**config.mk**
```make
export PLATFORM = sky130hd
export DESIGN_NAME = fifo_flow_ctrl
export DESIGN_NICKNAME = d
export VERILOG_FILES = /design/src/rtl/fifo_pkg.sv /design/src/rtl/fifo_wrap_ptr.sv /design/src/rtl/fifo_flow_ctrl.sv
export SDC_FILE = /design/constraint.sdc
export NUM_CORES = 1
export LEC_CHECK = 0
export BUFFER_PORTS_ARGS = -buffer_cell sky130_fd_sc_hd__buf_2
export CAP_MARGIN = 20
export CORE_MARGIN = 3
export CORE_UTILIZATION = 52
export DETAILED_ROUTE_END_ITERATION = 16
export PLACE_DENSITY = 0.82
export SLEW_MARGIN = 20
export SYNTH_ARGS = -nofsm -noshare
export SYNTH_HDL_FRONTEND = slang
export SYNTH_SLANG_ARGS = --single-unit
```
**constraint.sdc**
```tcl
create_clock -name clk_i -period 2.8 [get_ports clk_i]
set_input_delay 0.14 -clock clk_i [delete_from_list [all_inputs] [get_ports clk_i]]
set_output_delay 0.14 -clock clk_i [all_outputs]
set_load 0.01 [all_outputs]
```
**src/rtl/fifo_pkg.sv**
```systemverilog
// ---------------------------------------------------------------------------
// fifo_pkg
// Shared sizing and pointer helpers for the flow-controlled FIFO.
//   ptr_w(depth)          : bits needed to address 0..depth-1
//   cnt_w(depth)          : bits needed to hold an occupancy of 0..depth
//   wrap_inc(ptr, depth)  : ptr+1, wrapping from depth-1 back to 0
// ---------------------------------------------------------------------------
package fifo_pkg;

  function automatic int ptr_w(input int depth);
    return (depth < 2) ? 1 : $clog2(depth);
  endfunction

  function automatic int cnt_w(input int depth);
    return $clog2(depth + 1);
  endfunction

  // The wrap is an explicit compare rather than a natural binary rollover,
  // so depths that are not a power of two stay in range.
  function automatic int wrap_inc(input int ptr, input int depth);
    return (ptr >= depth - 1) ? 0 : ptr + 1;
  endfunction

endpackage

```
**src/rtl/fifo_wrap_ptr.sv**
```systemverilog
// ---------------------------------------------------------------------------
// fifo_wrap_ptr
// Wrap-around pointer register, 0..DEPTH-1, with a synchronous clear.
// Ports:
//   clk_i  in  : clock
//   arst_n in  : synchronous active-low reset
//   inc    in  : advance the pointer by one (wrapping)
//   clr    in  : return the pointer to 0 (wins over inc)
//   ptr    out : current pointer value
// ---------------------------------------------------------------------------
module fifo_wrap_ptr
  import fifo_pkg::*;
#(
  parameter  int DEPTH = 8,
  localparam int PTR_W = ptr_w(DEPTH)
) (
  input  logic             clk_i,
  input  logic             arst_n,
  input  logic             inc,
  input  logic             clr,
  output logic [PTR_W-1:0] ptr
);

  logic [PTR_W-1:0] ptr_q, ptr_d;

  // NOTE: every variable assigned in always_comb gets a default first, so no
  // path through the block can leave it unassigned and infer a latch.
  always_comb begin
    ptr_d = ptr_q;
    if (clr) begin
      ptr_d = '0;
    end else if (inc) begin
      ptr_d = PTR_W'(wrap_inc(32'(ptr_q), DEPTH));
    end
  end

  // NOTE: sequential state is updated with non-blocking assignments so all
  // registers sample their inputs from the same pre-edge values.
  always_ff @(posedge clk_i) begin
    if (!arst_n) begin
      ptr_q <= '0;
    end else begin
      ptr_q <= ptr_d;
    end
  end

  assign ptr = ptr_q;

endmodule

```
**src/rtl/fifo_flow_ctrl.sv**
```systemverilog
// ---------------------------------------------------------------------------
// fifo_flow_ctrl
// Synchronous valid/ready FIFO with exact occupancy, programmable almost
// flags, synchronous flush and a clearable peak-occupancy watermark.
// Ports:
//   clk_i          in  : clock, all state changes on the rising edge
//   arst_n         in  : synchronous active-low reset
//   data_in        in  : write payload
//   data_in_valid  in  : producer has data
//   data_in_ready  out : FIFO can accept (level < DEPTH, low in reset)
//   data_out       out : head-of-queue payload (don't-care when not valid)
//   data_out_valid out : head entry is valid (level != 0)
//   data_out_ready in  : consumer takes the head entry
//   flush          in  : discard all contents at the next edge
//   af_thresh      in  : almost-full threshold  (almost_full  = level >= af)
//   ae_thresh      in  : almost-empty threshold (almost_empty = level <= ae)
//   level          out : current occupancy 0..DEPTH
//   almost_full    out : see af_thresh
//   almost_empty   out : see ae_thresh
//   peak_level     out : highest level since reset or last peak_clr
//   peak_clr       in  : restart the watermark from the post-edge level
// ---------------------------------------------------------------------------
module fifo_flow_ctrl
  import fifo_pkg::*;
#(
  parameter  int DATA_WIDTH = 8,
  parameter  int DEPTH      = 8,
  localparam int PTR_W      = ptr_w(DEPTH),
  localparam int CNT_W      = cnt_w(DEPTH)
) (
  input  logic                  clk_i,
  input  logic                  arst_n,
  input  logic [DATA_WIDTH-1:0] data_in,
  input  logic                  data_in_valid,
  output logic                  data_in_ready,
  output logic [DATA_WIDTH-1:0] data_out,
  output logic                  data_out_valid,
  input  logic                  data_out_ready,
  input  logic                  flush,
  input  logic [CNT_W-1:0]      af_thresh,
  input  logic [CNT_W-1:0]      ae_thresh,
  output logic [CNT_W-1:0]      level,
  output logic                  almost_full,
  output logic                  almost_empty,
  output logic [CNT_W-1:0]      peak_level,
  input  logic                  peak_clr
);

  localparam logic [CNT_W-1:0] FULL_LVL = CNT_W'(DEPTH);
  localparam logic [CNT_W-1:0] ONE      = CNT_W'(1);

  logic [DATA_WIDTH-1:0] mem_q [DEPTH];
  logic [PTR_W-1:0]      wr_ptr, rd_ptr;
  logic [CNT_W-1:0]      level_q, level_d;
  logic [CNT_W-1:0]      peak_q, peak_d;
  logic                  wr_hs, rd_hs;

  // Ready/valid come only from the registered level (and reset), never from
  // the other side's handshake, so there is no combinational path through.
  assign data_in_ready  = arst_n && (level_q < FULL_LVL);
  assign data_out_valid = (level_q != '0);

  assign wr_hs = data_in_valid  && data_in_ready;
  assign rd_hs = data_out_valid && data_out_ready;

  // Pointers: flush clears, which the sub-module gives priority over inc.
  fifo_wrap_ptr #(.DEPTH(DEPTH)) u_wr_ptr (
    .clk_i (clk_i),
    .arst_n(arst_n),
    .inc   (wr_hs),
    .clr   (flush),
    .ptr   (wr_ptr)
  );

  fifo_wrap_ptr #(.DEPTH(DEPTH)) u_rd_ptr (
    .clk_i (clk_i),
    .arst_n(arst_n),
    .inc   (rd_hs),
    .clr   (flush),
    .ptr   (rd_ptr)
  );

  // Handshake gating alone keeps level inside 0..DEPTH.
  always_comb begin
    level_d = level_q;
    if (flush) begin
      level_d = '0;
    end else if (wr_hs && !rd_hs) begin
      level_d = level_q + ONE;
    end else if (rd_hs && !wr_hs) begin
      level_d = level_q - ONE;
    end
  end

  // The watermark tracks the post-edge occupancy, so a clear restarts it at
  // whatever the level becomes on that same edge.
  always_comb begin
    peak_d = peak_q;
    if (peak_clr) begin
      peak_d = level_d;
    end else if (level_d > peak_q) begin
      peak_d = level_d;
    end
  end

  always_ff @(posedge clk_i) begin
    if (!arst_n) begin
      level_q <= '0;
      peak_q  <= '0;
    end else begin
      level_q <= level_d;
      peak_q  <= peak_d;
    end
  end

  // NOTE: the storage array has no reset; its contents are only observable
  // through data_out while data_out_valid is high, which requires a write.
  always_ff @(posedge clk_i) begin
    if (wr_hs && !flush) begin
      mem_q[wr_ptr] <= data_in;
    end
  end

  assign data_out     = mem_q[rd_ptr];
  assign level        = level_q;
  assign peak_level   = peak_q;
  assign almost_full  = (level_q >= af_thresh);
  assign almost_empty = (level_q <= ae_thresh);

endmodule

```
### After elaboration in Yosys (flattened, before gate mapping)

Memory sizes are Yosys's and may differ from the RTL's. A register that Yosys moved wholly into a read port is not among the register bits.
Cells that the tools add are included.

* bits in registers: 14
* RAM bits: 64
* bits of input ports: 22
* word-level logic and storage cells: 39
* memories kept: 1

Memories
* mem_q: words 8, bits a word 8, read ports 1, clocked after Yosys merged registers in 1, wr ports 1, RTL line fifo_flow_ctrl.sv:52 `logic [DATA_WIDTH-1:0] mem_q [DEPTH];`

* $add $sub $neg: 4
* $lt $le $gt $ge: 6
* muxes and demuxes: 11
* bitwise gates (word level): 1
* reduce and logical (&&, ||, !) cells: 12

Operators by type and width (number)
* 4-bit 2-to-1 mux: 5
* 3-bit 2-to-1 mux: 4
* 3-bit by 1-bit adder with 3-bit output (second input constant): 2
* 3-bit >= comparator (second input constant): 2
* 1-bit logical AND: 6
* 4-bit by 1-bit adder with 4-bit output (second input constant): 1
* 4-bit >= comparator: 1
* 4-bit > comparator: 1
* 4-bit less-or-equal comparator: 1
* 4-bit less-than comparator (second input constant): 1
* 4-bit nonzero test: 1
* 4-bit by 1-bit subtractor with 4-bit output (second input constant): 1
* 1-bit zero test: 3
* 1-bit 2-to-1 mux: 2
* 2-bit nonzero test: 1
* 2-bit OR reduction: 1
* 1-bit inverter: 1

### Logic depth before layout (Yosys ltp)

Gate-level depths: netlist of run 1.

* depth in word-level cells: 11
* depth in mapped cells: 14
* mapped depth without buffers: 13

### Modules after synthesis

Synthesis of run 1 repeated with hierarchy kept, for this count alone.

* cell total of the unflattened synthesis: 230
* area total of the unflattened synthesis: 3508.4 um^2

Modules (own cells, without submodules)
* fifo_flow_ctrl: instances 1, cells an instance 196, area an instance 3195.6 um^2, sequential area each 2082.0 um^2
* fifo_wrap_ptr: instances 2, cells an instance 17, area an instance 156.4 um^2, sequential area each 60.1 um^2

### Least setup slack after synthesis of run 1

No wires, ideal clock.

* path kind: register to register
* start point: register level_q[0] (netlist: level[0])
* end point: register peak_q[2] (netlist: peak_level[2])
* setup time: 92 ps
* arrival time: 2892 ps
* setup slack: -184 ps
* cell stages (with the launch flop): 15
* path buffers: 1
* path through: dfxtp_1 -> inv_1 -> ha_1 -> or3b_1 -> buf_4 -> a21oi_4 -> a21oi_1 -> a221o_1 -> inv_1 -> ha_1 -> nor2b_1 -> o21ai_0 -> a32oi_1 -> or2_2 -> o32ai_1

* elaborated cells on any way between the ends: 18

RTL lines
* start, declared: RTL line fifo_flow_ctrl.sv:54 `logic [CNT_W-1:0] level_q, level_d;`
* start signal, assigned: RTL line fifo_flow_ctrl.sv:111 `level_q <= level_d;`
* 4-bit nonzero test (*): RTL line fifo_flow_ctrl.sv:61 `assign data_out_valid = (level_q != '0);`
* named net data_out_valid: RTL line fifo_flow_ctrl.sv:37 `output logic data_out_valid,`
* 1-bit logical AND (*): RTL line fifo_flow_ctrl.sv:64 `assign rd_hs = data_out_valid && data_out_ready;`
* 1-bit logical AND or 1-bit zero test (tied branches): RTL line fifo_flow_ctrl.sv:90, fifo_flow_ctrl.sv:88
* 4-bit 2-to-1 mux or 1-bit logical AND (tied branches): RTL line fifo_flow_ctrl.sv:90, fifo_flow_ctrl.sv:88
* 4-bit 2-to-1 mux (*): RTL line fifo_flow_ctrl.sv:88 `end else if (wr_hs && !rd_hs) begin`
* 4-bit 2-to-1 mux (*): RTL line fifo_flow_ctrl.sv:86 `if (flush) begin`
* named net level_d[1]: RTL line fifo_flow_ctrl.sv:54
* 4-bit > comparator (*): RTL line fifo_flow_ctrl.sv:101 `end else if (level_d > peak_q) begin`
* 2-bit nonzero test (no line) (*)
* end signal, assigned: RTL line fifo_flow_ctrl.sv:112 `peak_q <= peak_d;`
* end, declared: RTL line fifo_flow_ctrl.sv:55 `logic [CNT_W-1:0] peak_q, peak_d;`

Mark *: on every way through the listed nets, which the timed path passes. The rest lies on a longest branch. The select of a mux whose other input is x is not followed.
A chain may end at the register's enable or synchronous reset.

### Final worst setup path of run 1

* start point: register level_q[0] (netlist: level[0])
* end point: register peak_q[3] (netlist: peak_level[3])

* word-level cells in the longest chain between the ends: 10
* elaborated cells on any way between the ends: 18

RTL lines
* 4-bit less-than comparator: RTL line fifo_flow_ctrl.sv:60 `assign data_in_ready = arst_n && (level_q < FULL_LVL);`
* 1-bit logical AND: RTL line fifo_flow_ctrl.sv:60
* 1-bit logical AND: RTL line fifo_flow_ctrl.sv:63 `assign wr_hs = data_in_valid && data_in_ready;`
* 1-bit zero test: RTL line fifo_flow_ctrl.sv:90 `end else if (rd_hs && !wr_hs) begin`
* 1-bit logical AND: RTL line fifo_flow_ctrl.sv:90
* 4-bit 2-to-1 mux: RTL line fifo_flow_ctrl.sv:90
* 4-bit 2-to-1 mux (*): RTL line fifo_flow_ctrl.sv:88
* 4-bit 2-to-1 mux (*): RTL line fifo_flow_ctrl.sv:86
* named net level_d[1]: RTL line fifo_flow_ctrl.sv:54
* 4-bit > comparator (*): RTL line fifo_flow_ctrl.sv:101
* 2-bit nonzero test (no line) (*)

Marked as above.

==> impl_metrics.tcl, run 1 <==
set metrics [dict create \
    multi_input_area_um2 1350 \
    grt_max_degree 17 \
    via_per_inst 5.70 \
    ys_ff_latch 81 \
    yosysWarningCount 0 \
    clock-sinks 81 \
    syn_to_final_growth_pct 22.8 \
    synth_top_area_share_pct 54.0 \
    synth_top_area_cell "edfxtp_1" \
    cp.arrival_ns 3.08 \
    grt_overflow 0 \
    coreArea_um2 6490 \
    layout_min_cycle_time_ns 2.80 \
    p_per_area_nw_per_um2 559 \
    drc 0 \
    numPortBuffers 41 \
    hp-class "in2reg" \
    routed-via-count 2194 \
    crit_slowest_cell "or3b_4" \
    setup_tns_ns -0.00225 \
    critPathRequiredTime_ns 3.08 \
    clk_latency_ns 0.36 \
    worstSetupPathType "reg2reg" \
    n_antenna_cell 0 \
    worstPathCellList "inv_2 -> ha_4 -> or3b_4 -> a21oi_4 -> a21oi_2 -> a221o_1 -> inv_2 -> ha_4 -> nor2b_4 -> o21ai_4 -> a32oi_4 -> or2_4 -> o31ai_4" \
    nFillCells 414 \
    detail_route.iter0.violations 169 \
    whs_path_depth 1 \
    whs_ns 0.0486 \
    netlist_instances 234 \
    relSlewSlack_pct 45.2 \
    endpoint_kind "register" \
    violations "negative setup slack" \
    pre_cts_ws_ns -0.120 \
    drive_gt1_share_pct 43.8 \
    hold_buffers 0 \
    grt_usage_pct 18.4 \
    die_width_um 88.7 \
    setup_viol 1 \
    tightestPinTransition_ns 0.820 \
    root_buffer "clkbuf_8" \
    initial_utilization_pct 54.8 \
    cts_made_buffers 9 \
    seq_area_frac_synth_pct 63.6 \
    hold_viol_final 0 \
    grt_antenna_before_repair 0 \
    synth_area_leaders "edfxtp_1, mux4_2, dfxtp_1" \
    yosysMostFrequentCell "edfxtp_1" \
    rows 29 \
    ys.flop_type "edfxtp_1" \
    hpwl_mm 4.52 \
    cts_max_path_buffers 2 \
    crit_family "compound AO/OA/AOI/OAI gates" \
    gp_congestion 0.815 \
    startpoint_type "register" \
    synthesis.nets 274 \
    die_area_um2 7870 \
    ant_nets 0 \
    htree_levels 3 \
    rsz0062_at_grt "yes" \
    dieHeight_um 88.7 \
    io_pins 42 \
    grt_pass1_vias 2184 \
    dr.pass1.iters 4 \
    slowest_delay_ns 0.41 \
    clock.fmax_ghz 0.357 \
    irDropWorstVdd_mv 0.486 \
    cp_max_fo 5 \
    period_share_pct 100 \
    seqCellArea_um2 2260 \
    max-cap-violations 0 \
    routedWlPerCell_um 18.2 \
    r2r_cells 13 \
    synth_common_cells "edfxtp_1, ha_1, dfxtp_1, nor2_1, mux4_2" \
    setup_ws_ns -0.00225 \
    drv_slew 0 \
    final_area_um2 4370 \
    synth.distinct_cells 42 \
    outcome "finished, violations left" \
    crit_buf_inv 2 \
    wirelength_mm 7.00 \
    grt_pass1_wl_mm 10.6 \
    synthesis.area_um2 3560 \
    dpl-instance-area_um2 3980 \
    cp_num_cells 13 \
    final.setup_skew_ns 0.0135 \
    nets 343 \
    synth.avg_cell_area_um2 15.2 \
    path_clk_slew_ns 0.09 \
    leakage_nw 1.62 \
    cts_tree "built" \
    async_reset_ff_share_pct 0 \
    synth_edf_count 64 \
]
worst register-to-register path, stage by stage (launching register included):
cell and delay [ns]:
dfxtp_2 0.33, inv_2 0.08, ha_4 0.13, or3b_4 0.41
a21oi_4 0.18, a21oi_2 0.04, a221o_1 0.35, inv_2 0.08
ha_4 0.19, nor2b_4 0.13, o21ai_4 0.17, a32oi_4 0.10
or2_4 0.30, o31ai_4 0.24
final timing paths:
check,start,to,slack (ns)
max,level[0]$_SDFF_PN0_,peak_level[3]$_SDFFE_PN0P_,-0.002
min,data_in[4],mem_q[6][4]$_DFFE_PP_,0.05
max reg2reg,level[0]$_SDFF_PN0_,peak_level[3]$_SDFFE_PN0P_,-0.002
min reg2reg,u_rd_ptr.ptr[1]$_SDFFE_PP0N_,u_rd_ptr.ptr[1]$_SDFFE_PP0N_,0.52
layout make-up:
cell class | count | area share [%]
Timing Repair Buffer | 68 | 9.42
Clock buffer | 9 | 2.84
Tap cell | 77 | 2.21
Clock inverter | 7 | 1.40
Inverter | 15 | 1.29
Sequential cell | 81 | 51.8
Multi-Input combinational cell | 128 | 31.0
registers in the layout (all words and copies together) (netlist names), named ones only:
name / cells
mem_q: 64
level: 4
peak_level: 4
u_rd_ptr.ptr: 3
u_wr_ptr.ptr: 3
metal layers:
metal	wire length (um)	part of all wire, %	vias to the layer above	track usage (%)
li1	-	-	1037	-
met1	2890	41	1099	22.8
met2	3730	53	51	30.5
met3	322	4.6	7	6.24
met4	50	0.71	0	5.91
met5	0	0	-	0
cells by family after synthesis:
logic type               synth area share, %
XOR/XNOR                               0.739
flip-flops                              63.6
buffers and inverters                   2.85
AND/OR/NAND/NOR                         7.74
adder cells (fa/ha/maj)                 6.33
AO/OA/AOI/OAI                           5.80
multiplexers                            12.9
per-stage QoR:
stage               total power [W]  util [%]  std cells
floorplan                   0.00149         -        234
global placement            0.00158      61.3        363
detailed placement          0.00159      61.3        363
CTS                         0.00238      64.6        381
global route                0.00253      67.3        385
finish                      0.00244      67.3        385
power breakdown:
part           leakage, nW  switching (W)  internal, W
Sequential           0.715     0.00000703      0.00131
Clock               0.0884       0.000453     0.000337
Combinational        0.812       0.000171     0.000166
Total                 1.62       0.000632      0.00181
layout by cell type (no fill, tap or decap), types with 2 or more instances in the layout:
master	Yosys	routed
buf_2	3	41
mux4_2	16	16
clkbuf_8	0	9
nand2_1	9	8
a21oi_1	8	6
clkinv_4	0	2
buf_4	1	26
o21ai_0	4	2
xnor2_1	3	2
edfxtp_1	64	64
a21oi_2	0	2
inv_1	15	12
nand3_1	2	2
dfxtp_2	0	2
dfxtp_1	17	15
mux2_2	8	8
inv_2	0	3
o32ai_2	1	3
nand2b_1	8	8
inv_6	0	2
clkinvlp_4	0	2
ha_4	0	3
ha_1	18	15
nor2_1	17	17
nor3_1	4	4
nor2b_1	3	2
timing repair:
item                                   CTS  global route
resized for setup                        3            25
endpoints found under the hold margin    0             0
pin swaps                                1             8
setup buffers                            2             4
setup endpoints to repair                4             4
Power figures use the tool's default switching activity.
==> inputs of run 2 (changes only) <==
--- a/config.mk
+++ b/config.mk
@@ -8,10 +8,12 @@
 export BUFFER_PORTS_ARGS = -buffer_cell sky130_fd_sc_hd__buf_2
 export CAP_MARGIN = 20
 export CORE_MARGIN = 3
-export CORE_UTILIZATION = 52
+export CORE_UTILIZATION = 54
+export CTS_BUF_LIST = sky130_fd_sc_hd__clkbuf_4
 export DETAILED_ROUTE_END_ITERATION = 16
-export PLACE_DENSITY = 0.82
+export PLACE_DENSITY = 0.85
 export SLEW_MARGIN = 20
 export SYNTH_ARGS = -nofsm -noshare
 export SYNTH_HDL_FRONTEND = slang
+export SYNTH_HIERARCHICAL = 1
 export SYNTH_SLANG_ARGS = --single-unit
==> run 2 against run 1 <==
Compared with the run above: the flow still finishes with violations (negative setup slack); largest power group unchanged; non-clock buffer count grew 4; register-to-register slack lost 0.11 ns; area after synthesis shrank 1.4%; critical path type unchanged; sequential cell count shrank 3; first-iteration DRC count shrank 20%.
==> impl_metrics.tcl, run 2 <==
set metrics [dict create \
    outcome "finished, violations left" \
    violations "negative setup slack" \
    endpoint_kind "register" \
    max-cap-violations 0 \
    whs_ns 0.0725 \
    irDropWorstVdd_mv 0.336 \
    htree_levels 3 \
    setup_tns_ns -0.243 \
    fin_cells 387 \
    synth_area_leaders "edfxtp_1, mux4_2, dfxtp_1" \
    critPathRequiredTime_ns 3.12 \
    yosysWarningCount 6 \
    synth.avg_cell_area_um2 15.3 \
    cts_made_buffers 9 \
    final.setup_skew_ns 0.00881 \
    slowest_delay_ns 0.37 \
    crit_slowest_cell "dfxtp_4" \
    path_clk_slew_ns 0.13 \
    worstSetupPathType "reg2reg" \
    final_cell_mix "edfxtp_1, buf_2, buf_4" \
    final_area_um2 4250 \
    wirelength_mm 6.63 \
    seq_area_frac_synth_pct 62.8 \
    tightestPinTransition_ns 0.558 \
    io_pins 42 \
    hold_viol_final 0 \
    dp_cells 362 \
    setup_ws_ns -0.108 \
    final_common_cell "edfxtp_1" \
    routed-via-count 2146 \
    netlist_instances 230 \
    crit_family "simple AND/OR/NAND/NOR gates" \
    post-cts-setup-buffers 0 \
    cts_max_path_buffers 2 \
    synthesis.nets 270 \
    timing.rr.start "level[1]$_SDFF_PN0_" \
    clock-sinks 78 \
    numPortBuffers 41 \
    root_buffer "clkbuf_4" \
    syn_to_final_growth_pct 21.2 \
    clk_latency_ns 0.41 \
    gp_congestion 0.811 \
    clock.fmax_ghz 0.344 \
    setup_viol 4 \
    crit_buf_inv 1 \
    grt_antenna_before_repair 0 \
    drive_gt1_share_pct 37.8 \
    leakage_nw 1.58 \
    relSlewSlack_pct 62.7 \
    dr.pass1.iters 4 \
    grt_max_degree 17 \
    startpoint "level[1]$_SDFF_PN0_" \
    synth_top_area_cell "edfxtp_1" \
    initial_utilization_pct 57.6 \
    top_register "mem_q" \
    die_area_um2 7500 \
    startpoint_type "register" \
    synth.distinct_cells 39 \
    ys_ff_latch 78 \
    grt_pass1_vias 2183 \
    p_per_area_nw_per_um2 530 \
    ant_nets 0 \
    worstPathCellList "inv_4 -> ha_4 -> or3b_4 -> and2_4 -> maj3_2 -> a221oi_4 -> ha_1 -> nor2b_1 -> o211ai_1 -> a21oi_2 -> or2_4 -> a31o_1" \
    layout_min_cycle_time_ns 2.91 \
    largest_register_ffs 64 \
    synth_edf_count 64 \
    dpl-instance-area_um2 3990 \
    async_reset_ff_share_pct 0 \
    hold_path_startpoint "arst_n" \
    period_share_pct 104 \
    grt_pass1_wl_mm 10.8 \
    cp_max_fo 4 \
    routedWlPerCell_um 17.1 \
    via_per_inst 5.55 \
    rsz0062_at_grt "yes" \
    grt_usage_pct 19.4 \
    pre_cts_ws_ns -0.132 \
    synth_top_area_share_pct 54.8 \
    grt_overflow 0 \
    drc 0 \
    hp-class "in2reg" \
    cp.arrival_ns 3.22 \
    drv_slew 0 \
    die_width_um 86.6 \
    synth_common_cells "edfxtp_1, ha_1, inv_1, mux4_2, dfxtp_1" \
    nets 347 \
    n_antenna_cell 0 \
    yosysMostFrequentCell "edfxtp_1" \
    hpwl_mm 4.74 \
    rows 28 \
    dieHeight_um 86.6 \
    cts_tree "built" \
    coreArea_um2 6100 \
    synthesis.area_um2 3510 \
    detail_route.iter0.violations 135 \
    ys.flop_type "edfxtp_1" \
]
==> run 2: area by class of cell <==
class / count / area, um^2
flip-flops and latches: 78 / 2210
clock buffers: 9 / 67.6
well taps: 75 / 93.8
multi-input cells: 130 / 1250
inverters: 16 / 65.1
repair buffers: 72 / 473
fillers: 415 / 1840
clock inverters: 7 / 90.1
==> run 2: timing repair <==
action                                  CTS  global route
hold endpoints to repair                 62             0
resized for setup                         2             1
pin swaps                                 6             3
endpoints found under the setup margin    4             4
hold buffers                              9             0
==> run 2: where the power goes <==
group          internal [W]  switching (W)  leakage (nW)
combinational      0.000139       0.000132         0.814
sequential          0.00126     0.00000920         0.691
clock              0.000291       0.000418        0.0778
total               0.00169       0.000559          1.58
==> run 2: path summary, 6_finish.rpt <==
check | endpoint | slack (ns) | cells past startpoint
worst max-delay path | peak_level[1]$_SDFFE_PN0P_ | -0.11 | 12
worst min-delay path | level[1]$_SDFF_PN0_ | 0.07 | 2
worst max register to register | peak_level[1]$_SDFFE_PN0P_ | -0.11 | 12
worst min register to register | peak_level[3]$_SDFFE_PN0P_ | 0.50 | 2
==> run 2: stage by stage <==
| stage | total power, W | util [%] |
|---|---|---|
| after floorplan | 0.00145 | - |
| after global placement | 0.00154 | 65.4 |
| after detailed placement | 0.00155 | 65.4 |
| after CTS | 0.00227 | 69.6 |
| after global routing | 0.00236 | 69.7 |
| final | 0.00225 | 69.7 |
==> run 2: cells by family after synthesis <==
group           Yosys count  share of synthesized area, %
fa+ha+maj                19                          6.74
xor+xnor                  3                         0.749
flops                    78                          62.8
simple gates             58                          9.66
compound gates           25                          4.35
mux                      25                          13.1
buf+inv                  22                          2.60
==> run 2: per-layer routing <==
layer / global-route usage, % / share of wire [%] / up-vias
met5: 0 / 0 / -
met4: 6.80 / 1.1 / 0
met3: 3.33 / 4.8 / 9
met2: 34.1 / 53 / 52
met1: 24.1 / 41 / 1040
li1: - / - / 1045
==> inputs of run 3 (changes only) <==
--- a/config.mk
+++ b/config.mk
@@ -11,7 +11,7 @@
 export CORE_UTILIZATION = 54
 export CTS_BUF_LIST = sky130_fd_sc_hd__clkbuf_4
 export DETAILED_ROUTE_END_ITERATION = 16
-export PLACE_DENSITY = 0.85
+export PLACE_DENSITY = 0.82
 export SLEW_MARGIN = 20
 export SYNTH_ARGS = -nofsm -noshare
 export SYNTH_HDL_FRONTEND = slang
==> constraint.sdc (replaced) <==
create_clock -name clk_i -period 2.95 [get_ports clk_i]
set_input_delay 0.1475 -clock clk_i [delete_from_list [all_inputs] [get_ports clk_i]]
set_output_delay 0.1475 -clock clk_i [all_outputs]
set_load 0.005 [all_outputs]
==> run 3 against run 2 <==
Compared with the run above: the flow still finishes with violations (negative setup slack); first-iteration DRC count is 16% higher; non-clock buffer count stayed put; worst hold slack worse by 0.029 ns; sequential cell count stayed put; wire length is 6.9% higher; critical endpoint unchanged; cell count stayed put; register-to-register slack better by 0.09 ns; die area stayed put; combinational power hardly changed; clock power is 15% higher; global-route usage is 1.0 points higher.
==> impl_metrics.tcl, run 3 (same netlist as run 2, synthesis figures left out) <==
set metrics [dict create \
    n_antenna_cell 0 \
    hpwl_mm 4.75 \
    coreArea_um2 6100 \
    nFillCells 433 \
    die_area_um2 7500 \
    hp-class "in2reg" \
    final_common_cell "edfxtp_1" \
    ant_nets 0 \
    final_area_um2 4280 \
    grt_antenna_before_repair 0 \
    die_width_um 86.6 \
    initial_utilization_pct 57.6 \
    cts_max_path_buffers 2 \
    detail_route.iter0.violations 157 \
    syn_to_final_growth_pct 21.9 \
    crit_family "simple AND/OR/NAND/NOR gates" \
    slowest_delay_ns 0.38 \
    rows 28 \
    cts_made_buffers 9 \
    wirelength_mm 7.09 \
    critPathRequiredTime_ns 3.27 \
    timing.rr.end "peak_level[1]$_SDFFE_PN0P_" \
    drv_slew 0 \
    r2r_slack_ns -0.02 \
    worstPathCellList "inv_4 -> ha_4 -> or3b_4 -> and2_4 -> maj3_2 -> a221oi_4 -> ha_1 -> nor2b_4 -> o211ai_1 -> a21oi_2 -> or2_4 -> a31o_1" \
    setup_viol 2 \
    htree_levels 3 \
    crit_buf_inv 1 \
    clk_latency_ns 0.41 \
    irDropWorstVdd_mv 0.277 \
    clock.fmax_ghz 0.337 \
    leakage_nw 1.61 \
    dieHeight_um 86.6 \
    period_share_pct 101 \
    hold_viol_final 0 \
    outcome "finished, violations left" \
    dr.pass1.iters 4 \
    numPortBuffers 41 \
    p_per_area_nw_per_um2 535 \
    tightestPinTransition_ns 0.584 \
    via_per_inst 5.66 \
    final.setup_skew_ns 0.0141 \
    grt_overflow 0 \
    grt_usage_pct 20.4 \
    drc 0 \
    max-cap-violations 0 \
    dpl-instance-area_um2 3940 \
    routed-via-count 2192 \
    largest_register_ffs 64 \
    violations "negative setup slack" \
    routedWlPerCell_um 18.3 \
    endpoint_kind "register" \
    rsz0062_at_grt "yes" \
    grt_pass1_vias 2318 \
    timing.rr.start "level[0]$_SDFF_PN0_" \
    r2r_cells 12 \
    setup_ws_ns -0.0200 \
    startpoint "level[0]$_SDFF_PN0_" \
    grt_pass1_wl_mm 11.2 \
    layout_min_cycle_time_ns 2.97 \
    root_buffer "clkbuf_4" \
    whs_path_depth 2 \
    cp.arrival_ns 3.29 \
    final_util_pct 70.2 \
    nets 347 \
    holdPathEnd "level[2]$_SDFF_PN0_" \
    top_register "mem_q" \
    gp_congestion 0.783 \
    grt_max_degree 15 \
    startpoint_type "register" \
    path_clk_slew_ns 0.13 \
    io_pins 42 \
    hold_path_startpoint "flush" \
    drive_gt1_share_pct 38.5 \
    pre_cts_ws_ns -0.0471 \
    worstSetupPathType "reg2reg" \
    cp_max_fo 4 \
    crit_slowest_cell "dfxtp_4" \
    final_cell_mix "edfxtp_1, buf_2, buf_4" \
    cts_tree "built" \
    clock-sinks 78 \
    relSlewSlack_pct 61.0 \
]
-- run 3: cell count changes in the layout (fill, tap and decap cells not counted), sizes merged --
cell	delta
buf	+1
bufinv	+2
clkinv	+2
clkinvlp	-2
dlygate4sd3	-1
inv	-2
-- run 3: through the flow --
step	instances	total power [W]	hold slack [ns]	setup TNS [ns]
after detailed placement	357	0.00145	0.417	-0.0932
after global placement	357	0.00144	0.414	0
after floorplan	230	0.00137	0.224	-0.0843
after global routing	387	0.00238	0.0252	-0.375
after CTS	386	0.00227	0.0135	-0.00892
final	387	0.00229	0.0437	-0.0316
-- run 3: final cells by class --
type / count / area [um^2] / area share [%]
clock inverters: 7 / 120 / 2.81
repair buffers: 72 / 458 / 10.7
well taps: 75 / 93.8 / 2.19
flip-flops and latches: 78 / 2210 / 51.7
multi-input cells: 130 / 1260 / 29.5
inverters: 16 / 65.1 / 1.52
clock buffers: 9 / 67.6 / 1.58
-- run 3: power by group --
part	leakage (nW)	switching, W	total, W	internal, W
Sequential	0.691	0.00000846	0.00121	0.00120
Combinational	0.825	0.000129	0.000270	0.000141
Clock	0.0981	0.000381	0.000813	0.000432
Total	1.61	0.000518	0.00229	0.00177
-- run 3: worst reg2reg max path: stages, from the launching register on --
cell      delay, ns
dfxtp_4        0.38
inv_4          0.06
ha_4           0.12
or3b_4         0.37
and2_4         0.15
maj3_2         0.32
a221oi_4       0.29
ha_1           0.29
nor2b_4        0.13
o211ai_1       0.20
a21oi_2        0.12
or2_4          0.27
a31o_1         0.18
-- run 3: worst max-delay path by stage --
stage	endpoint	slack, ns	cells after the start
floorplan	peak_level[2]$_SDFFE_PN0P_	-0.04	13
global placement	peak_level[2]$_SDFFE_PN0P_	0.08	12
detailed placement	peak_level[2]$_SDFFE_PN0P_	-0.05	12
CTS	peak_level[1]$_SDFFE_PN0P_	-0.006	12
global route	peak_level[2]$_SDFFE_PN0P_	-0.13	12
finish	peak_level[1]$_SDFFE_PN0P_	-0.02	12
-- run 3: timing repair --
action,4_1_cts,5_1_grt
pin swaps,5,1
buffers inserted,5,1
hold buffers,8,0
setup endpoints to repair,2,4
hold endpoints to repair,57,0
gates resized for setup,3,3
-- run 3: per-layer routing --
metal | global-route usage (%) | vias to the layer above | part of all wire [%]
met2 | 37.2 | 52 | 54
met5 | 0 | - | 0
met4 | 8.64 | 0 | 1.1
li1 | - | 1040 | -
met1 | 23.5 | 1092 | 40
met3 | 3.42 | 8 | 4.6
